`config.mk`:
```
export PLATFORM = sky130hd
export DESIGN_NAME = uart_rx_oversampled
export DESIGN_NICKNAME = d
export VERILOG_FILES = /design/src/rtl/uart_rx_oversampled.sv
export SDC_FILE = /design/constraint.sdc
export NUM_CORES = 1
export LEC_CHECK = 0
export CELL_PAD_IN_SITES_DETAIL_PLACEMENT = 0
export CELL_PAD_IN_SITES_GLOBAL_PLACEMENT = 1
export CORE_AREA = 2 2 84 86
export CTS_BUF_LIST = sky130_fd_sc_hd__clkbuf_8
export DETAILED_ROUTE_END_ITERATION = 7
export DIE_AREA = 0 0 86 88
export PLACE_DENSITY = 0.61
export SLEW_MARGIN = 20
export SYNTH_ARGS = -nofsm -noshare
export SYNTH_HDL_FRONTEND = slang
export SYNTH_SLANG_ARGS = --single-unit
export TNS_END_PERCENT = 100
```
`constraint.sdc`:
```
create_clock -name iClk -period 4.8 [get_ports iClk]
set_input_delay 0.96 -clock iClk [delete_from_list [all_inputs] [get_ports iClk]]
set_output_delay 0.96 -clock iClk [all_outputs]
set_load 0.005 [all_outputs]
```
`src/rtl/uart_rx_oversampled.sv`:
```
// Purpose : 8N1 UART receiver with a 2-flop synchronizer, oversampled bit timing, start-glitch rejection and framing-error flagging.
// Latency : 2-cycle synchronizer; oRxValid/oFrameErr strobe one cycle after the mid-stop-bit sample (one tick later with UART_RX_MAJORITY_EN).
// Backpress: none -- the serial line cannot be stalled, so the downstream decoder must accept every oRxValid strobe.
// Option  : define UART_RX_MAJORITY_EN for a 2-of-3 vote around each sample point; undefined gives a single mid-bit sample.
module uart_rx_oversampled #(
    parameter int CLK_FREQ   = 100_000_000,
    parameter int BAUD       = 9600,
    parameter int OVERSAMPLE = 16
) (
    input  logic       iClk,
    input  logic       iRstn,
    input  logic       iRx,
    output logic [7:0] oRxData,
    output logic       oRxValid,
    output logic       oFrameErr,
    output logic       oBusy
);

    localparam int DIV_RAW = CLK_FREQ / (BAUD * OVERSAMPLE);
    localparam int DIV     = (DIV_RAW < 1) ? 1 : DIV_RAW;
    localparam int TW      = (DIV > 1) ? $clog2(DIV) : 1;
    localparam int SW      = $clog2(OVERSAMPLE);
    localparam int MID     = OVERSAMPLE / 2 - 1;
`ifdef UART_RX_MAJORITY_EN
    // The vote needs the tick after the nominal point, so the start decision moves one tick later;
    // every later decision then lands one tick later too, keeping the same distance from bit edges.
    localparam int START_PT = MID + 1;
`else
    localparam int START_PT = MID;
`endif

    localparam logic [2:0] S_IDLE  = 3'd0;
    localparam logic [2:0] S_START = 3'd1;
    localparam logic [2:0] S_DATA  = 3'd2;
    localparam logic [2:0] S_STOP  = 3'd3;
    localparam logic [2:0] S_BREAK = 3'd4;

    logic [1:0]    sync_q, sync_d;
    logic [TW-1:0] tcnt_q, tcnt_d;
    logic [2:0]    state_q, state_d;
    logic [SW-1:0] sc_q, sc_d;
    logic [2:0]    idx_q, idx_d;
    logic [7:0]    shift_q, shift_d;
    logic [7:0]    data_q, data_d;
    logic          vld_q, vld_d;
    logic          ferr_q, ferr_d;
    logic          rx_s;
    logic          tick;
    logic          sample;

    assign rx_s = sync_q[1];
    assign tick = (tcnt_q == TW'(DIV - 1));

    // Two-stage synchronizer; both stages idle high like the line
    always_comb begin
        sync_d = {sync_q[0], iRx};
    end

`ifdef UART_RX_MAJORITY_EN
    logic [1:0] hist_q, hist_d;

    // Keep the synchronized line value from the previous two ticks for the vote
    always_comb begin
        hist_d = hist_q;
        if (tick) begin
            hist_d = {hist_q[0], rx_s};
        end
    end

    // History registers
    always_ff @(posedge iClk or negedge iRstn) begin
        if (!iRstn) begin
            hist_q <= 2'b11;
        end else begin
            hist_q <= hist_d;
        end
    end

    assign sample = (hist_q[1] & hist_q[0]) | (hist_q[1] & rx_s) | (hist_q[0] & rx_s);
`else
    assign sample = rx_s;
`endif

    // Tick divider, bit-timing FSM, shift register and output strobes
    always_comb begin
        tcnt_d  = tick ? '0 : tcnt_q + TW'(1);
        state_d = state_q;
        sc_d    = sc_q;
        idx_d   = idx_q;
        shift_d = shift_q;
        data_d  = data_q;
        vld_d   = 1'b0;
        ferr_d  = 1'b0;
        case (state_q)
            S_IDLE: begin
                if (!rx_s) begin
                    // Restart the divider so the sample grid is phase-locked to the start edge
                    state_d = S_START;
                    sc_d    = '0;
                    tcnt_d  = '0;
                end
            end
            S_START: begin
                if (tick) begin
                    if (sc_q == SW'(START_PT)) begin
                        sc_d  = '0;
                        idx_d = '0;
                        state_d = sample ? S_IDLE : S_DATA;
                    end else begin
                        sc_d = sc_q + SW'(1);
                    end
                end
            end
            S_DATA: begin
                if (tick) begin
                    if (sc_q == SW'(OVERSAMPLE - 1)) begin
                        shift_d[idx_q] = sample;
                        idx_d = idx_q + 3'd1;
                        sc_d  = '0;
                        if (idx_q == 3'd7) begin
                            state_d = S_STOP;
                        end
                    end else begin
                        sc_d = sc_q + SW'(1);
                    end
                end
            end
            S_STOP: begin
                if (tick) begin
                    if (sc_q == SW'(OVERSAMPLE - 1)) begin
                        if (sample) begin
                            data_d  = shift_q;
                            vld_d   = 1'b1;
                            state_d = S_IDLE;
                        end else begin
                            ferr_d  = 1'b1;
                            state_d = S_BREAK;
                        end
                    end else begin
                        sc_d = sc_q + SW'(1);
                    end
                end
            end
            S_BREAK: begin
                // Hold off until the line returns high so a stuck-low line is not read as a stream of starts
                if (rx_s) begin
                    state_d = S_IDLE;
                end
            end
            default: begin
                state_d = S_IDLE;
            end
        endcase
    end

    // State registers
    always_ff @(posedge iClk or negedge iRstn) begin
        if (!iRstn) begin
            sync_q  <= 2'b11;
            tcnt_q  <= '0;
            state_q <= S_IDLE;
            sc_q    <= '0;
            idx_q   <= '0;
            shift_q <= '0;
            data_q  <= '0;
            vld_q   <= 1'b0;
            ferr_q  <= 1'b0;
        end else begin
            sync_q  <= sync_d;
            tcnt_q  <= tcnt_d;
            state_q <= state_d;
            sc_q    <= sc_d;
            idx_q   <= idx_d;
            shift_q <= shift_d;
            data_q  <= data_d;
            vld_q   <= vld_d;
            ferr_q  <= ferr_d;
        end
    end

    assign oRxData   = data_q;
    assign oRxValid  = vld_q;
    assign oFrameErr = ferr_q;
    assign oBusy     = (state_q != S_IDLE);

endmodule
```
Word-level counts from Yosys, hierarchy flattened
Index checks and enable logic that the tools add are counted.
{ "word_totals": {"regBits": 40, "inputBits": 3, "word_cells": 81, "out_inout_bits": 11} }
{ "op_classes": {"add_sub_neg": 3, "order_cmp": 2, "n_reduce_logical": 10, "muxes": 39, "eq_ne": 18} }
{ "ops": {"columns": ["cell", "n"], "rows": [
  ["$mux 3", 14],
  ["$mux 10", 3],
  ["$mux 4", 7],
  ["$ne 2x2->1 const B", 10],
  ["$pmux 4 s4", 1],
  ["$pmux 3 s5", 1],
  ["$add 10x1->10 const B", 1],
  ["$eq 10x10->1 const B", 1],
  ["$mux 1", 9],
  ["$reduce_and 9->1", 1],
  ["$bwmux 8", 1],
  ["$eq 3x2->1 const B", 2],
  ["$eq 3x3->1 const B", 2],
  ["$pmux 3 s2", 1],
  ["$reduce_and 6->1", 1],
  ["$reduce_and 5->1", 1],
  ["$add 4x1->4 const B", 1],
  ["$eq 4x3->1 const B", 1],
  ["$eq 4x4->1 const B", 1],
  ["$lt 3x4->1 const B", 1],
  ["$reduce_and 4->1", 1],
  ["$reduce_bool 4->1", 1],
  ["$add 3x1->3 const B", 1],
  ["$demux 1 s3", 1],
  ["8 further kinds", 8]
]} }

Logic depth before layout (Yosys ltp)
{ "logic_depth": {"depth_word": 5, "depth_mapped": 7, "ltp_nobuf": 6} }

Worst setup path after synthesis
No wires, ideal clock.
{ "synth_path": {"path_kind": "reg2reg", "start": "register sc_q[0]", "end": "register shift_q[1]", "setup_time_ns": 0.125, "t_required_ns": 4.675, "stages_incl_launch_ff": 6, "n_path_buf": 0, "t_arrival_ns": 1.860, "slack_ns": 2.815, "period_less_slack_ns": 1.985, "cell_sequence": "dfrtp_1 -> ha_1 -> nand3_1 -> or4_4 -> nor3b_2 -> mux2_2"} }
{ "synth_between": {"elab_chain_cells": 2} }
{ "synth_lines": {"columns": ["element", "line", "rtl"], "rows": [
  ["start, declared", "41", "logic [SW-1:0] sc_q, sc_d;"],
  ["start signal, assigned", "162", "sc_q <= '0;"],
  ["start signal, assigned", "172", "sc_q <= sc_d;"],
  ["$eq 4x4->1", "116", "if (sc_q == SW'(OVERSAMPLE - 1)) begin"],
  ["$reduce_and 3->1 (no line)", null, null],
  ["end signal, assigned", "174", "shift_q <= shift_d;"],
  ["end, declared", "43", "logic [7:0] shift_q, shift_d;"]
]} }
No other way between the ends.
A chain may end at the register's enable or synchronous reset.

Worst setup path after layout
{ "layout_path": {"start": "register state_q[1]", "end": "output oBusy"} }
{ "layout_between": {"elab_chain_cells": 1} }
{ "layout_lines": {"columns": ["element", "line", "rtl"], "rows": [
  ["start, declared", "40", "logic [2:0] state_q, state_d;"],
  ["start signal, assigned", "171", "state_q <= state_d;"],
  ["$reduce_bool 3->1", "184", "assign oBusy = (state_q != S_IDLE);"],
  ["end, declared", "16", "output logic oBusy"]
]} }
No other way between the ends.

==> impl_metrics.csv <==
group,metric,value,unit
clock_network,clock_latency,290,ps
route,drt-initial-drc-count,71,
placement,placement.io_buffers,13,
flow_run,cap_violations,0,
route,drc,0,
critical_path,arrival,1770,ps
grt,number_of_antenna_violations_at_the_first_check_in_global_routing,0,
floorplanning,floorplan.die.width,86,µm
clock_network,clock_sink_count,40,
finish,fill_cells,673,
grt,pin_count_of_the_biggest_net_entering_global_routing,41,
clock_network,cts_repair_resize_count,0,
critical_path,cp.required,3840,ps
finish,layout.cells.most_common,"sky130_fd_sc_hd__dfrtp_1",
clock_network,cts.root.buffer_cell,"sky130_fd_sc_hd__clkbuf_8",
critical_path,cp.buffers_inverters,1,
clock_network,cts_hold_repair.buffers,0,
clock_network,post_cts_setup_buffers,0,
route,route.met2.wl,1650,µm
grt,grt_pass1_wl,6180,µm
critical_path,cell_type_of_the_slowest_stage_on_the_worst_timing_path,"sky130_fd_sc_hd__dfrtp_1",
grt,grt_pass1_vias,1342,
route,routed_wirelength,3530,µm
placement,preCtsSetupSlack,2380,ps
critical_path,cp_cell_sequence,"nor2_1 -> nand2_1 -> clkdlybuf4s50_1",
floorplanning,fp-row-count,30,
logic_synthesis,yosysTopAreaCell,"sky130_fd_sc_hd__dfrtp_1",
sta,tightestPinTransition,879,ps
logic_synthesis,synth_top_cell_area_share,48.7,%
floorplanning,die_area,7570,µm²
route,drt-pass1-iter-count,6,
logic_synthesis,register_area_share_after_synthesis,51.4,%
logic_synthesis,synth_top_cells_by_area,"sky130_fd_sc_hd__dfrtp_1 (49%), sky130_fd_sc_hd__mux2_2 (9.8%), sky130_fd_sc_hd__nor2_1 (4.6%)",
finish,final_cell_mix,"sky130_fd_sc_hd__dfrtp_1 (38), sky130_fd_sc_hd__nor2_1 (24), sky130_fd_sc_hd__mux2_2 (17)",
sta,finalCritPeriodShare,56.8,%
power,power_per_cell_area,251,nW/µm²
power,p_leak,1.02,nW
floorplanning,io-pin-count,14,
power,power.ir.vdd_worst,0.175,mV
sta,slew-limit-headroom,41.4,%
sta,timing.final.ws_setup,2070,ps
floorplanning,floorplan.initialDensity,29.4,%
power,post-layout-total-power,559,µW
logic_synthesis,post_synthesis_instance_area,1950,µm²
sta,rsz_0062_raised_after_global_routing,"no",
logic_synthesis,synth_seq_cells,40,
logic_synthesis,postSynthCellCount,178,
sta,finalWorstPathRequiredPeriod,2730,ps
finish,antenna-diode-count,0,
sta,number_of_failing_setup_endpoints_in_the_final_timing_report,0,
clock_network,clk_pin_slew,80,ps
route,vias,1317,
critical_path,startpoint_type,"flop",
placement,dp.final_hpwl,2380,µm
route,routed_via_density,4.82,
critical_path,cp_top_family,"flip-flops",
sta,smallest_hold_slack,357,ps
clock_network,cts_max_path_buffers,2,
logic_synthesis,synth_nets,186,
floorplanning,standard_cell_core_area,6640,µm²
logic_synthesis,ys.warnings.count,0,
min_path,hold_path_class,"reg -> reg",
critical_path,criticalPathCategory,"reg -> out",
clock_network,cts_max_level,2,
critical_path,cp-end-kind,"primary output",
route,detail_route.wl_per_cell,12.9,µm
finish,utilization,33.5,%
placement,gpl.final_weighted_congestion,0.738,
logic_synthesis,postSynthAreaPerCell,11.0,µm²
sta,final_report_max_slew_violation_count,0,
critical_path,critical_path_peak_fanout,14,
finish,share_of_cells_above_drive_strength_1,16.6,%
clock_network,clock_tree_from_tritoncts,"done",
route,routedLengthMet1,1730,µm
route,routed.top_layer,"met4",
finish,nets,200,
grt,residual_overflow_from_global_routing,0,
logic_synthesis,synth.distinct_cells,39,
route,detail-route-antenna-nets,0,
sta,timing.clock.skew,6.78,ps
grt,globalRouteTotalUtil,10.4,%
outcome,outcome,"finished, final reports clean",
floorplanning,floorplan.die.height,88,µm
clock_network,clock_buffers_created_by_tritoncts,5,
route,route.met3.wl,78,µm
sta,fin_setup_tns,0,ps
critical_path,cp_slowest_stage_delay,530,ps
sta,maximum_achievable_frequency,367,MHz
sta,finalHoldViolCount,0,
critical_path,timing.reg2reg.setup_slack,2490,ps
finish,syn_to_final_growth,14.1,%
## power breakdown
part	total [mW]	switching (mW)	internal, mW
combinational	0.00835	0.00698	0.00136
clock	0.211	0.113	0.0978
sequential	0.340	0.00212	0.338
## synthesized netlist by cell type
master	instances
sky130_fd_sc_hd__a21o_1	1
sky130_fd_sc_hd__a21oi_1	4
sky130_fd_sc_hd__a2bb2oi_1	2
sky130_fd_sc_hd__and2_1	2
sky130_fd_sc_hd__and3_1	4
sky130_fd_sc_hd__and4_1	1
sky130_fd_sc_hd__and4bb_1	1
sky130_fd_sc_hd__buf_1	1
sky130_fd_sc_hd__buf_2	1
sky130_fd_sc_hd__buf_6	1
sky130_fd_sc_hd__clkbuf_1	3
sky130_fd_sc_hd__dfrtp_1	38
sky130_fd_sc_hd__dfstp_2	2
sky130_fd_sc_hd__ha_1	5
sky130_fd_sc_hd__inv_1	7
sky130_fd_sc_hd__mux2_2	17
sky130_fd_sc_hd__mux2i_1	5
sky130_fd_sc_hd__nand2_1	11
sky130_fd_sc_hd__nand2b_1	1
sky130_fd_sc_hd__nand3_1	12
sky130_fd_sc_hd__nand3b_1	1
sky130_fd_sc_hd__nand4_1	2
sky130_fd_sc_hd__nand4_2	1
sky130_fd_sc_hd__nor2_1	24
sky130_fd_sc_hd__nor2b_1	1
sky130_fd_sc_hd__nor3_1	6
sky130_fd_sc_hd__nor3b_1	1
sky130_fd_sc_hd__nor3b_2	1
sky130_fd_sc_hd__nor4_2	1
sky130_fd_sc_hd__nor4_4	1
sky130_fd_sc_hd__nor4bb_1	1
sky130_fd_sc_hd__o211ai_1	3
sky130_fd_sc_hd__o21ai_0	3
sky130_fd_sc_hd__o21ai_1	1
sky130_fd_sc_hd__o2bb2ai_1	1
sky130_fd_sc_hd__or4_1	1
sky130_fd_sc_hd__or4_4	2
sky130_fd_sc_hd__xnor2_1	5
sky130_fd_sc_hd__xor2_1	3
## cells by family after synthesis
kind of cell	count (synthesis)	share of synthesized area [%]
buffers and inverters	13	2.95
DFF	40	51.4
xor gates and xnor gates	8	3.59
adders and majority gates	5	3.21
AOI/OAI and AO/OA	15	4.94
and+or+nand+nor	75	21.5
muxes	22	12.4
## stage by stage
stage / cells / area (µm²)
floorplan: 178 / 1950
global placement: 265 / 2140
detailed placement: 265 / 2140
CTS: 273 / 2230
global route: 273 / 2230
finish: 273 / 2230
## registers in the layout, indices dropped and copies added, names as in the netlist
register	count
sc_q	4
oFrameErr	1
oRxData	8
state_q	3
sync_q	2
tcnt_q	10
idx_q	3
oRxValid	1
shift_q	8
## worst reg2reg max path, stage by stage, from the launching register on
cell and delay [ps]:
sky130_fd_sc_hd__dfrtp_1 400, sky130_fd_sc_hd__and4bb_1 290, sky130_fd_sc_hd__nand4_2 320, sky130_fd_sc_hd__or4_4 650, sky130_fd_sc_hd__nor3_1 180, sky130_fd_sc_hd__mux2_2 360
## per-layer routing
metal / up-vias / track usage, %
li1: 650 / -
met1: 650 / 12.6
met2: 12 / 17.3
met3: 5 / 2.83
met4: 0 / 4.76
met5: - / 0
## final timing paths
check	start	to	cells past startpoint
min reg2reg	sync_q[0]$_DFF_PN1_	sync_q[1]$_DFF_PN1_	0
min in group asynchronous	iRstn	oRxValid$_DFF_PN0_	1
max	state_q[1]$_DFFE_PN0P_	oBusy	3
max in group asynchronous	iRstn	oRxData[2]$_DFFE_PN0P_	1
max reg2reg	tcnt_q[8]$_DFF_PN0_	shift_q[2]$_DFFE_PN0P_	5
min	sync_q[0]$_DFF_PN1_	sync_q[1]$_DFF_PN1_	0
## cell type report
type                            count  area (µm²)  share of cell area (%)
Sequential cell                    40        1000                    45.1
Multi-Input combinational cell    125         890                    40.0
Timing Repair Buffer               13         125                    5.62
Tap cell                           80         100                    4.50
Clock buffer                        5        68.8                    3.09
Inverter                            7        26.3                    1.18
Clock inverter                      3        12.5                   0.562
(Power assumes the default switching activity.)
==> patch 1, RTL diff (config.mk and constraints unchanged) <==
The output `oRxValid` loses its register stage (`vld_q` becomes a continuous assignment).
--- a/src/rtl/uart_rx_oversampled.sv
+++ b/src/rtl/uart_rx_oversampled.sv
@@ -163,7 +163,6 @@
             idx_q   <= '0;
             shift_q <= '0;
             data_q  <= '0;
-            vld_q   <= 1'b0;
             ferr_q  <= 1'b0;
         end else begin
             sync_q  <= sync_d;
@@ -173,10 +172,11 @@
             idx_q   <= idx_d;
             shift_q <= shift_d;
             data_q  <= data_d;
-            vld_q   <= vld_d;
             ferr_q  <= ferr_d;
         end
     end
+
+    assign vld_q = vld_d;
 
     assign oRxData   = data_q;
     assign oRxValid  = vld_q;
Formal check against the unedited RTL: no difference found for any inputs over 10 cycles, from zero or initial values and one cycle with iRstn low; that may be too few to reach the edited logic, so the function may still have changed.
==> patch 1 against the original RTL <==
  * Final cell count unchanged
  * Wire length fell by 1.0%
  * Fmax decreased by 18%
  * Total power increased by 11%
  * Sequential cell count is 1 lower
  * Setup slack worse by 610 ps
  * Highest routed layer unchanged
  * Synthesized cell count shrank 0.56%
  * Synthesized area fell by 1.3%
  * Sequential share of layout area fell by 1.5 points
  * Hold slack hardly changed
  * Final area increased by 0.84%
  * Clock skew about the same
==> patch 1: results (changes against the original RTL) <==
Final layout
  – Layout cells sized above 1: 18.1% (+1.6 points)
  – FILL cells: 655 (-2.7%)
  – Syn-to-layout area delta: 16.6%

Synth
  – Mean Syn Cell Area: 10.9 µm² (-0.73%)
  – Area contributors post-synth: dfrtp_1 (48%), mux2_2 (9.9%), nor2_1 (4.7%)
  – Most frequent cells after synthesis: dfrtp_1 (37), nor2_1 (24), mux2_2 (17)
  – Sequential-to-total area share from yosys stat: 50.8% (-0.63 points)
  – Mapped Nets: 185 (-0.54%)
  – Post-synth cell types: 39 (unchanged)

Worst setup path
  – CP Max Fanout: 11 (-3)
  – RR Endpoint: shift_q[1]
  – CP arrival: 2380 ps (+610 ps)

Clock tree
  – Clk slew on worst S/H paths: around 70 ps
  – Post-CTS Repair Setup Buffers: 0 (unchanged)
  – Post_cts resized: 0 (unchanged)
  – Clk_lat worst skew: 290 ps (about the same)

Global route
  – Vias in the first global route: 1352 (+0.75%)
  – Largest net degree at the start of global routing: 40 (-2.4%)
  – First-pass GRT wire length: 6490 µm (+4.9%)

Route
  – Starting DRC count in detailed routing: 119 (+68%)
  – Length of the first detailed-routing pass in iterations: 4 (-2)
  – Via count: 1306 (-0.84%)
  – Via/cell ratio: 4.78 (-0.84%)

Power and ir drop
  – Lkg Pwr: 1.02 nW (+0.21%)
  – Maximum VDD drop: 0.143 mV (-18%)

STA
  – Clock Skews: 6.38 ps (-0.397 ps)
  – Measured slew at the worst slew-check pin: 880 ps (+0.672 ps)
  – Worst hold margin: 357 ps (+0.0890 ps)

Run status
  – Status: completed

Place
  – Post-DP HPWL: 2360 µm (-0.88%)
  – GP Congestion: 0.747 (+1.1%)
-- patch 1: layer usage --
metal	up-vias	global-route usage [%]	wire (µm)
met1	637	14.4	1710
met3	5	2.83	94
met2	17	17.3	1630
li1	647	-	-
met4	0	3.90	63
met5	-	0	0
-- patch 1: worst max-delay path, cell delays in order (launching register included) --
cell,delay (ps)
dfrtp_1,400
and4bb_1,280
nand4_2,320
nor4_4,350
buf_4,220
clkdlybuf4s50_1,520
-- patch 1: per-stage QoR --
step	instance area [µm²]	setup WS (ps)	utilization [%]
final	2240	1460	33.8
after global routing	2240	1320	33.8
after CTS	2240	1420	33.8
after detailed placement	2130	1750	32.0
after global placement	2130	1780	32.0
after floorplan	1930	2430	-
-- patch 1: power by group --
group          internal (mW)  total (mW)  switching, mW  leakage, nW
sequential             0.330       0.332        0.00182        0.523
combinational        0.00137     0.00832        0.00696        0.440
clock                  0.168       0.281          0.113       0.0612
total                  0.499       0.621          0.121         1.02
-- patch 1: kinds of logic after synthesis --
kind of cell / Yosys count / synth area share (%)
adders and majority gates: 5 / 3.25
buffers and inverters: 13 / 2.99
muxes: 22 / 12.5
DFF: 39 / 50.8
xor gates and xnor gates: 8 / 3.64
AOI/OAI and AO/OA: 15 / 5.00
and+or+nand+nor: 75 / 21.8
-- patch 1: cell type report --
class	count	area [µm²]	share of cell area [%]
Sequential cell	39	978	43.6
Multi-Input combinational cell	125	890	39.6
Timing Repair Buffer	14	133	5.91
Tap cell	80	100	4.46
Clock buffer	6	82.6	3.68
Clock inverter	2	35.0	1.56
Inverter	7	26.3	1.17
-- patch 1: how the worst max path moves through the flow --
| stage | start | endpoint | slack [ps] | cells past startpoint |
|---|---|---|---|---|
| after detailed placement | tcnt_q[8] | oRxValid | 1750 | 5 |
| after global placement | tcnt_q[8] | oRxValid | 1780 | 5 |
| after global routing | tcnt_q[8] | oRxValid | 1320 | 5 |
| final | tcnt_q[8] | oRxValid | 1460 | 5 |
| after floorplan | tcnt_q[8] | oRxValid | 2430 | 4 |
| after CTS | tcnt_q[8] | oRxValid | 1420 | 5 |
==> patch 2, RTL diff (config.mk and constraints unchanged) <==
Without the edit above. Set the parameter `CLK_FREQ` to 200_000_000 (it was 100_000_000).
--- a/src/rtl/uart_rx_oversampled.sv
+++ b/src/rtl/uart_rx_oversampled.sv
@@ -3,7 +3,7 @@
 // Backpress: none -- the serial line cannot be stalled, so the downstream decoder must accept every oRxValid strobe.
 // Option  : define UART_RX_MAJORITY_EN for a 2-of-3 vote around each sample point; undefined gives a single mid-bit sample.
 module uart_rx_oversampled #(
-    parameter int CLK_FREQ   = 100_000_000,
+    parameter int CLK_FREQ   = 200_000_000,
     parameter int BAUD       = 9600,
     parameter int OVERSAMPLE = 16
 ) (
Check against the original RTL: same outputs for any inputs over 10 cycles, from zero or initial values and one cycle with iRstn low; that may be too few to reach the edited logic, so the function may still have changed.
==> patch 2 against the original RTL <==
  * Total power grew 14%
  * Sequential cell count grew 1
  * Synthesized area grew 5.8%
  * Final area grew 7.4%
  * Sequential power grew 2%
  * Synthesized cell count grew 6.7%
  * Via count grew 10%
  * Setup slack gained 140 ps
  * Wire length grew 14%
==> patch 2: results (changes against the original RTL) <==
STA
  – Clock Skews: 8.87 ps (+2.09 ps)
  – Max transition margin: 38.8% (-2.6 points)
  – Worst hold margin: 358 ps (+1.60 ps)

Synth
  – Asr flop ratio synth: 100% (unchanged)
  – Syn. warnings: 0 (unchanged)
  – Sequential-to-total area share from yosys stat: 49.8% (-1.6 points)
  – Adder-Cell Fraction of Synth Area: 3.03% (-0.18 points)
  – Most frequent cells after synthesis: dfrtp_1 (39), nor2_1 (20), mux2_2 (18)
  – XOR/XNOR Fraction of Synth Area: 3.82% (+0.23 points)
  – Mapped Nets: 198 (+6.5%)
  – Mux cell area share after synthesis: 11.8% (-0.62 points)
  – Area contributors post-synth: dfrtp_1 (47%), mux2_2 (9.8%), nand4_1 (3.9%)
  – Post-synth cell types: 42 (+7.7%)
  – Compound-cell area share of the yosys netlist: 6.55% (+1.6 points)

Worst setup path
  – CP arrival: 1630 ps (-140 ps)
  – Worst stage delay on the critical path: roughly 520 ps
  – Launching point of the worst reg2reg path: sc_q[0]
  – R2r setup slk: 2630 ps (+140 ps)
  – RR Endpoint: sc_q[3]

Final layout
  – Ant. Diodes: 0 (unchanged)
  – Nets: 214 (+7.0%)
  – Reg with most FFs: tcnt_q
  – Layout cells sized above 1: 17.4% (+0.81 points)
  – FILL cells: 651 (-3.3%)
  – Max reg flops: 11 (+1)

Clock tree
  – Root Buffer: clkbuf_8
  – Post_cts resized: 0 (unchanged)
  – Post-CTS Repair Setup Buffers: 0 (unchanged)
  – CTS buffer count: 5 (unchanged)
  – H-tree depth: 2 (unchanged)
  – Clk_lat worst skew: 290 ps (about the same)

Route
  – Length of the first detailed-routing pass in iterations: 4 (-2)
  – Avg WL per Cell: 14.1 µm (+8.6%)
  – Starting DRC count in detailed routing: 55 (-23%)
  – Via/cell ratio: 5.06 (+4.9%)

Global route
  – M1 GR Usage: 16.3% (+3.7 points)
  – GRT Util Overall: 11.7% (+1.3 points)
  – First-pass GRT wire length: 6880 µm (+11%)
  – Vias in the first global route: 1402 (+4.5%)
  – Largest net degree at the start of global routing: 42 (+2.4%)
  – GRT met2 Usage: 17.3% (-0.070 points)
  – Met3 usage: 3.20% (+0.38 points)

Place
  – Post-DP HPWL: 2760 µm (+16%)
  – Pre-CTS setup slack: 2530 ps (+149 ps)
  – GP Congestion: 0.843 (+14%)

Run status
  – Status: completed

Hold path
  – Hold path start: sync_q[0]
  – WHS Path Cells: 0 (unchanged)
  – WHS Endpoint: sync_q[1]

Power and ir drop
  – Lkg Pwr: 1.07 nW (+4.4%)
  – Maximum VDD drop: 0.130 mV (-25%)
==> patch 2: worst max-delay path, delay by kind of cell, from the launching register on <==
| kind | cells | cell delay [ps] |
|---|---|---|
| AND/OR/NAND/NOR | 2 | 360 |
| buffers and inverters | 1 | 450 |
| flip-flops | 1 | 520 |
==> patch 2: cell families (layout without fill, tap and decap cells) <==
logic type,Yosys count,after routing
adders and majority gates,5,5
muxes,22,22
DFF,41,41
AOI/OAI and AO/OA,18,18
and+or+nand+nor,82,82
xor gates and xnor gates,9,9
buffers and inverters,13,30
==> patch 2: through the flow <==
step	area, µm²	total power [mW]	std cells
after floorplan	2060	0.355	190
after CTS	2390	0.652	287
after detailed placement	2280	0.364	279
final	2390	0.640	287
after global routing	2390	0.671	287
after global placement	2280	0.364	279
==> patch 2: layout make-up <==
class / count / share of cell area, %
clock buffer: 5 / 2.88
clock inverter: 3 / 1.94
inverter: 8 / 1.26
multi-input combinational: 136 / 41.2
sequential: 41 / 43.0
tap: 80 / 4.19
timing repair buffer: 14 / 5.55
==> patch 2: how the worst max path moves through the flow <==
stage | start | to | slack (ps) | cells past startpoint
after CTS | state_q[1] | oBusy | 2200 | 3
after global placement | state_q[1] | oBusy | 2560 | 3
after detailed placement | state_q[1] | oBusy | 2530 | 3
after global routing | state_q[1] | oBusy | 2080 | 3
final | state_q[1] | oBusy | 2210 | 3
after floorplan | tcnt_q[1] | idx_q[0] | 2960 | 6
==> patch 2: report_power, final <==
| group | internal [mW] | switching [mW] |
|---|---|---|
| combinational | 0.00133 | 0.00694 |
| sequential | 0.347 | 0.00172 |
| clock | 0.156 | 0.127 |
| total | 0.504 | 0.136 |
==> patch 2: layer usage <==
layer	vias up	share of wire, %	wire, µm
li1	720	-	-
met1	708	51	2050
met2	22	45	1820
met3	2	3.1	127
met4	0	0.84	34
met5	-	0	0
